===== src/rtl/catraca_pkg.sv =====
// Shared types and default constants for the fare-collecting turnstile.
package catraca_pkg;

    typedef enum logic [1:0] {
        ST_LOCKED,
        ST_UNLOCKED,
        ST_ALARM
    } catraca_state_t;

    localparam int FARE_DEF       = 2;
    localparam int MAX_CREDIT_DEF = 15;
    localparam int TIMEOUT_DEF    = 50;
    localparam int CNT_W_DEF      = 8;

endpackage


===== src/rtl/catraca_timer.sv =====
// Idle-time counter for the unlocked window; expired marks the last allowed cycle.
module catraca_timer
    import catraca_pkg::*;
#(
    parameter int TIMEOUT = TIMEOUT_DEF
) (
    input  logic clk,
    input  logic clear,
    input  logic enable,
    output logic expired
);

    localparam int TW = (TIMEOUT > 1) ? $clog2(TIMEOUT) : 1;

    logic [TW-1:0] count;

    assign expired = (count == TW'(TIMEOUT - 1));

    always_ff @(posedge clk) begin
        if (clear) begin
            count <= '0;
        end else if (enable && !expired) begin
            count <= count + TW'(1);
        end
    end

endmodule


===== src/rtl/catraca_tarifada.sv =====
// Coin-operated turnstile: credit accounting, passage counter and lock FSM.
module catraca_tarifada
    import catraca_pkg::*;
#(
    parameter int FARE       = FARE_DEF,
    parameter int MAX_CREDIT = MAX_CREDIT_DEF,
    parameter int TIMEOUT    = TIMEOUT_DEF,
    parameter int CNT_W      = CNT_W_DEF
) (
    input  logic                            clk,
    input  logic                            rst,
    input  logic                            coin_i,
    input  logic                            push_i,
    input  logic                            alarm_ack_i,
    output logic                            locked_o,
    output logic                            unlocked_o,
    output logic                            alarm_o,
    output logic [$clog2(MAX_CREDIT+1)-1:0] credit_o,
    output logic [CNT_W-1:0]                counter_o,
    output logic                            coin_reject_o
);

    localparam int CW = $clog2(MAX_CREDIT + 1);

    catraca_state_t state, state_n;
    logic [CW-1:0]  credit, credit_n, credit_inc;
    logic [CNT_W-1:0] counter, counter_n;
    logic           reject, reject_n;
    logic           saturated;
    logic           t_expired;

    catraca_timer #(.TIMEOUT(TIMEOUT)) u_timer (
        .clk     (clk),
        .clear   (rst || (state != ST_UNLOCKED)),
        .enable  ((state == ST_UNLOCKED) && !push_i),
        .expired (t_expired)
    );

    assign saturated  = (credit == CW'(MAX_CREDIT));
    assign credit_inc = (coin_i && !saturated) ? credit + CW'(1) : credit;

    always_ff @(posedge clk) begin
        if (rst) begin
            state   <= ST_LOCKED;
            credit  <= '0;
            counter <= '0;
            reject  <= 1'b0;
        end else begin
            state   <= state_n;
            credit  <= credit_n;
            counter <= counter_n;
            reject  <= reject_n;
        end
    end

    always_comb begin
        state_n   = state;
        credit_n  = credit_inc;
        counter_n = counter;
        reject_n  = coin_i && saturated;
        unique case (state)
            ST_LOCKED: begin
                // push outranks unlock; the coin is still credited
                if (push_i) begin
                    state_n = ST_ALARM;
                end else if (credit_inc >= CW'(FARE)) begin
                    state_n  = ST_UNLOCKED;
                    credit_n = credit_inc - CW'(FARE);
                end
            end
            ST_UNLOCKED: begin
                if (push_i) begin
                    state_n   = ST_LOCKED;
                    counter_n = counter + CNT_W'(1);
                end else if (t_expired) begin
                    state_n = ST_LOCKED;
                end
            end
            ST_ALARM: begin
                if (alarm_ack_i && !push_i) begin
                    state_n = ST_LOCKED;
                end
            end
            default: state_n = ST_LOCKED;
        endcase
    end

    assign locked_o      = (state == ST_LOCKED) || (state == ST_ALARM);
    assign unlocked_o    = (state == ST_UNLOCKED);
    assign alarm_o       = (state == ST_ALARM);
    assign credit_o      = credit;
    assign counter_o     = counter;
    assign coin_reject_o = reject;

endmodule


===== config.mk =====
export PLATFORM = sky130hd
export DESIGN_NAME = catraca_tarifada
export DESIGN_NICKNAME = d
export VERILOG_FILES = /design/src/rtl/catraca_pkg.sv /design/src/rtl/catraca_timer.sv /design/src/rtl/catraca_tarifada.sv
export SDC_FILE = /design/constraint.sdc
export NUM_CORES = 1
export LEC_CHECK = 0
export BUFFER_PORTS_ARGS = -buffer_cell sky130_fd_sc_hd__buf_2
export CAP_MARGIN = 10
export CORE_ASPECT_RATIO = 1.2
export CORE_UTILIZATION = 57
export DETAILED_ROUTE_END_ITERATION = 10
export PLACE_DENSITY = 0.94
export SLEW_MARGIN = 20
export SYNTH_ARGS = -nofsm -noshare
export SYNTH_HDL_FRONTEND = slang
export SYNTH_SLANG_ARGS = --single-unit

===== constraint.sdc =====
create_clock -name clk -period 3.8 [get_ports clk]
set_input_delay 0.38 -clock clk [delete_from_list [all_inputs] [get_ports clk]]
set_output_delay 0.38 -clock clk [all_outputs]
set_load 0.02 [all_outputs]

Yosys cells after proc, flatten, opt, wreduce, memory -nomap -nowiden
Cells that the tools add are included.
- order comparisons: 1
- add/sub/neg operators: 4
- reduce and logical (&&, ||, !) cells: 13
- mux-type cells: 10
- eq/ne operators: 8
- operators with widths (cell ; number):
    $mux 4 ; 4
    $mux 2 ; 5
    $add 8x1->8 const B ; 1
    $add 6x1->6 const B ; 1
    $eq 6x6->1 const B ; 1
    $pmux 2 s3 ; 1
    $logic_and 1x1->1 ; 5
    $add 4x1->4 const B ; 1
    $eq 4x4->1 const B ; 1
    $ge 4x2->1 const B ; 1
    $ne 2x1->1 const B ; 2
    $sub 4x2->4 const B ; 1
    $logic_not 1->1 ; 3
    $ne 3x2->1 const B ; 1
    $ne 3x3->1 const B ; 1
    $reduce_and 3->1 ; 1
    $eq 2x1->1 const B ; 1
    $eq 2x2->1 const B ; 1
    $logic_not 2->1 ; 1
    $logic_or 1x1->1 ; 2
    $reduce_and 2->1 ; 1
- bits in registers: 21
- output and inout port bits: 16
- word-level logic and storage cells: 41
- input bits: 5

Depth between registers and ports, before layout
- depth after elaboration: 8
- depth in mapped cells: 8
- mapped depth without buffers: 8

By module
From an unflattened synthesis, not the netlist that was laid out.
- cell total of the unflattened synthesis: 128
- area total of the unflattened synthesis: 1103.6 um^2
- modules (own cells, without submodules) (module ; seq. area each (um^2) ; cells each ; instances ; area each (um^2)):
    catraca_tarifada ; 300.3 ; 91 ; 1 ; 768.2
    catraca_timer ; 120.1 ; 37 ; 1 ; 335.3

Worst setup path before layout
No wires, ideal clock.
- path kind: reg-to-reg
- from: reg credit[1] (netlist: credit_o[1])
- to: reg credit[2] (netlist: credit_o[2])
- clock period less this slack: 1.783 ns
- slack: 2.017 ns
- data arrival time: 1.688 ns
- required time: 3.705 ns
- stages on the path, launching flop included: 7
- buffers on the path: 0
- path through: dfxtp_1 > ha_1 > a21oi_1 > a31oi_1 > inv_1 > ha_1 > a221oi_1
- cells in the longest elaborated chain, start to end: 8
- elaborated cells on any way between the ends: 10
- those cells by class: add/sub (2); order compare (1); eq/ne (1); mux (4); reduce/logical (2)
- RTL lines (element ; line ; source):
    start: declaration ; catraca_tarifada.sv:26 ; logic [CW-1:0] credit, credit_n, credit_inc;
    start signal: assignment ; catraca_tarifada.sv:50 ; credit <= credit_n;
    parallel branches: the longest is 3 deep, another holds $add 4x1->4 ; - ;
    $mux 4 * ; catraca_tarifada.sv:40 ; assign credit_inc = (coin_i && !saturated) ? credit + CW'(1) : credit;
    $sub 4x2->4 / $ge 4x2->1 (equally long branches) ; catraca_tarifada.sv:68, catraca_tarifada.sv:66 ;
    $mux 4 ; catraca_tarifada.sv:66 ; end else if (credit_inc >= CW'(FARE)) begin
    $mux 4 ; catraca_tarifada.sv:64 ; if (push_i) begin
    $mux 4 * ; catraca_tarifada.sv:61 ; unique case (state)
Every way passes the cells marked *.
A chain may end at the register's enable or synchronous reset.

Worst setup path after layout
Same ends and word-level chain as after synthesis.

==> results.md <==
* GRT overflow at 0
* Buffers & Inverters on Critical Path at 1
* Post-Synthesis Cells at 122
* Initial antenna violation count at 0
* Vias at 926
* Minimum clock period at roughly 1.8 ns
* Met2 GRT Util at 0.362
* Area grow syn2layout at 12.0%
* Crit-path most repeated cell: ha_1
* Hold path cells at 4
* Placement Rows at 16
* Met3 GRT Util at 0.0370
* Worst hold path endpoint: state[1]$_SDFFE_PP0P_
* Avg Cell Area, Syn at just under 9 um^2
* TritonCTS Buffers at 3
* Status: finished clean
* Critical path type: reg2reg
* Largest area contributor in the netlist: dfxtp_1
* Total track usage at 0.213
* Number of port buffers at 20
* Gpl congestion at 0.805
* Synth area leaders: dfxtp_1 (39%), xor2_1 (7.4%), ha_1 (5.9%)
* Worst r2r src: credit_o[1]$_SDFF_PP0_
* Layout cells sized above 1 at 0.199
* Unique masters post-synth at 36
* Final setup viols at 0
* Final Hold Fails at 0
* DR pass1 iterations at 4
* Gr busiest metal: met2
* Cell Pwr Density at between 300 and 400 nW/um^2
* Slew @ Worst Pin at 0.666 ns
* Slowest cell delay on critical path at around 0.43 ns
* Reg-to-reg critical path endpoint: credit_o[2]$_SDFF_PP0_
* Via density per instance at 5.82
* Final #Nets at 152
* CP required at 4.02 ns
* First-pass GRT wire length at approximately 3500 um
* CP endpoint kind: flop
* Max_slew headroom at 0.552
* CTS clk-pin slew, worst paths at 0.11 ns
* Hold-fix buffers, CTS at 0
* Syn. warnings at 0
* Htree depth at 1
* Die W at 41.5 um
* FMAX at 0.547 GHz
* Core Region at 1680 um^2
* Initial Utilization at 0.634
* CP delay by family, top: adder cells
* Post-CTS Setup Inserts at 0
* Final instance area at 1190 um^2
* Pleak at 0.503 nW
* Clk sinks at 21
* CTS tree: done
* Register bit total from synthesis at 21
* Die ar. at around 2000 um^2
* Bufs on Longest Clock Path at 2
* Seq/Total Area, Yosys at 0.394
* I/O pins at 21
* Yosys top cell area share at 0.394
* Setup slack, reg-to-reg at 1.97 ns
* DRC viols at 0
* Worst min-delay path class: in2reg
* Max Cap Viol at 0
* Startpoint types: flop
* Worst path slowest cell: dfxtp_1
* Largest net degree at the start of global routing at 18
* Hold Crit Start: alarm_ack_i
* DP Wirelength at 1450 um
* Placed Area at 1170 um^2
* VDD IR max at about 0.21 mV
* Post-CTS Resized at 0
* Worst Path Max Fanout at 8
* Final Skew at about 0.0017 ns
* DRT iter0 DRCs at 17
* Crit share post-route at 0.482
* Post-Route WL at 1960 um
* Final slew viol count at 0
* Crit-path cells: ha_1 > a21oi_1 > a31oi_1 > inv_1 > ha_1 > a221oi_1
* Clk_lat worst skew at 0.30 ns
* Synthesized area at 1070 um^2
* Die height at 49.4 um
* Wire per inst at 12.3 um
* Number of global-route vias before repair at 837
* Setup TNS at 0 ns
* Root buffer cell: clkbuf_4
* WP data arrival at 2.05 ns
* N_diodes at 0
* DRT antenna net count at 0
* RSZ-0062 raised after global routing: false
* Syn_nets at 132
* Global routing usage on met1 at 0.266
* Reg2reg path depth at 6
==> cell usage in the layout, fill, tap and decap left out <==
master    Yosys  layout
o21ai_2       1       1
mux2_2        1       1
nand3b_1      1       1
nor3b_1       1       1
clkbuf_4      0       3
nor3b_4       1       1
and3_1        3       3
inv_1         6       6
or2_0         1       1
xor2_1        9       9
o211ai_1      2       2
o31ai_1       2       2
xnor2_1       3       3
and3b_1       1       1
mux2_1        1       1
nand2_1       5       5
buf_2         1      20
mux2i_1       1       1
nor2b_1       2       2
o21ai_1       1       1
clkbuf_1      3       1
dfxtp_1      21      21
nand4_1       9       9
nor3_1        4       4
or2_2         1       1
or3_1         1       1
a21oi_1       7       7
a221oi_1      1       1
o211ai_2      1       1
nand4b_1      1       1
o21ai_0       3       3
a31oi_1       1       1
nor2_1       16      16
ha_1          5       5
nand3_1       1       1
nand2b_1      3       3
==> cell families (layout without fill, tap and decap cells) <==
family	after synthesis	count (layout)	share of synthesized area
simple gates	51	51	0.263
flops	21	21	0.394
compound gates	19	19	0.114
xor+xnor	12	12	0.0986
buf+inv	11	30	0.0411
fa+ha+maj	5	5	0.0587
mux	3	3	0.0305
==> worst register-to-register path, cell delays in order (launching register included) <==
cell	delay, ns
dfxtp_1	0.43
ha_1	0.32
a21oi_1	0.10
a31oi_1	0.26
inv_1	0.11
ha_1	0.30
a221oi_1	0.24
==> cell type report <==
| type | instances | area, um^2 |
|---|---|---|
| clock buffers | 4 | 26.3 |
| fillers | 155 | 488 |
| inverters | 6 | 22.5 |
| multi-input cells | 90 | 602 |
| flip-flops and latches | 21 | 420 |
| well taps | 18 | 22.5 |
| repair buffers | 20 | 100 |
==> where the power goes <==
part | switching (W) | internal (W) | leakage (nW)
sequential | 0.0000113 | 0.000227 | 0.170
combinational | 0.0000400 | 0.0000257 | 0.318
clock | 0.0000651 | 0.0000409 | 0.0150
==> sequential cells by signal, summed over array words and instances (netlist names) <==
name / flops
u_timer.count: 6
state: 2
counter_o: 8
credit_o: 4
coin_reject_o: 1
==> worst max-delay path by stage <==
stage,from,to,cells past startpoint
after floorplan,credit_o[1]$_SDFF_PP0_,credit_o[2]$_SDFF_PP0_,6
after global placement,credit_o[1]$_SDFF_PP0_,credit_o[2]$_SDFF_PP0_,6
after detailed placement,credit_o[1]$_SDFF_PP0_,credit_o[2]$_SDFF_PP0_,6
after CTS,credit_o[1]$_SDFF_PP0_,credit_o[2]$_SDFF_PP0_,6
after global routing,credit_o[1]$_SDFF_PP0_,credit_o[2]$_SDFF_PP0_,6
final,credit_o[1]$_SDFF_PP0_,credit_o[2]$_SDFF_PP0_,6
==> routing by layer <==
layer,part of all wire,up-vias
met4,0.013,0
met1,0.47,439
met2,0.48,23
met5,0,-
met3,0.041,4
li1,-,460
==> per-stage QoR <==
step / setup slack [ns] / util / cells / total power [W] / hold WS [ns]
5_1_grt: 1.82 / 0.710 / 159 / 0.000429 / 0.406
4_1_cts: 1.97 / 0.710 / 159 / 0.000410 / 0.403
3_3_place_gp: 2.12 / 0.694 / 155 / 0.000306 / 0.496
3_5_place_dp: 1.96 / 0.694 / 155 / 0.000308 / 0.509
6_report: 1.97 / 0.710 / 159 / 0.000410 / 0.403
2_1_floorplan: 2.02 / - / 122 / 0.000291 / 0.479
==> synth_stat cells <==
library cell	n
clkbuf_2	1
mux2_2	1
o21ai_2	1
nand2_1	5
and3b_1	1
o211ai_2	1
or3_1	1
nand4b_1	1
or2_2	1
ha_1	5
nor2_1	16
mux2_1	1
nor3_1	4
nor2b_1	2
or2_0	1
xnor2_1	3
nand2b_1	3
o21ai_0	3
nand3_1	1
a31oi_1	1
o31ai_1	2
o211ai_1	2
nand4_1	9
buf_2	1
dfxtp_1	21
mux2i_1	1
xor2_1	9
nand3b_1	1
inv_1	6
and3_1	3
clkbuf_1	3
nor3b_4	1
a21oi_1	7
a221oi_1	1
nor3b_1	1
o21ai_1	1
Note: power is estimated with default switching activity, not from simulation.
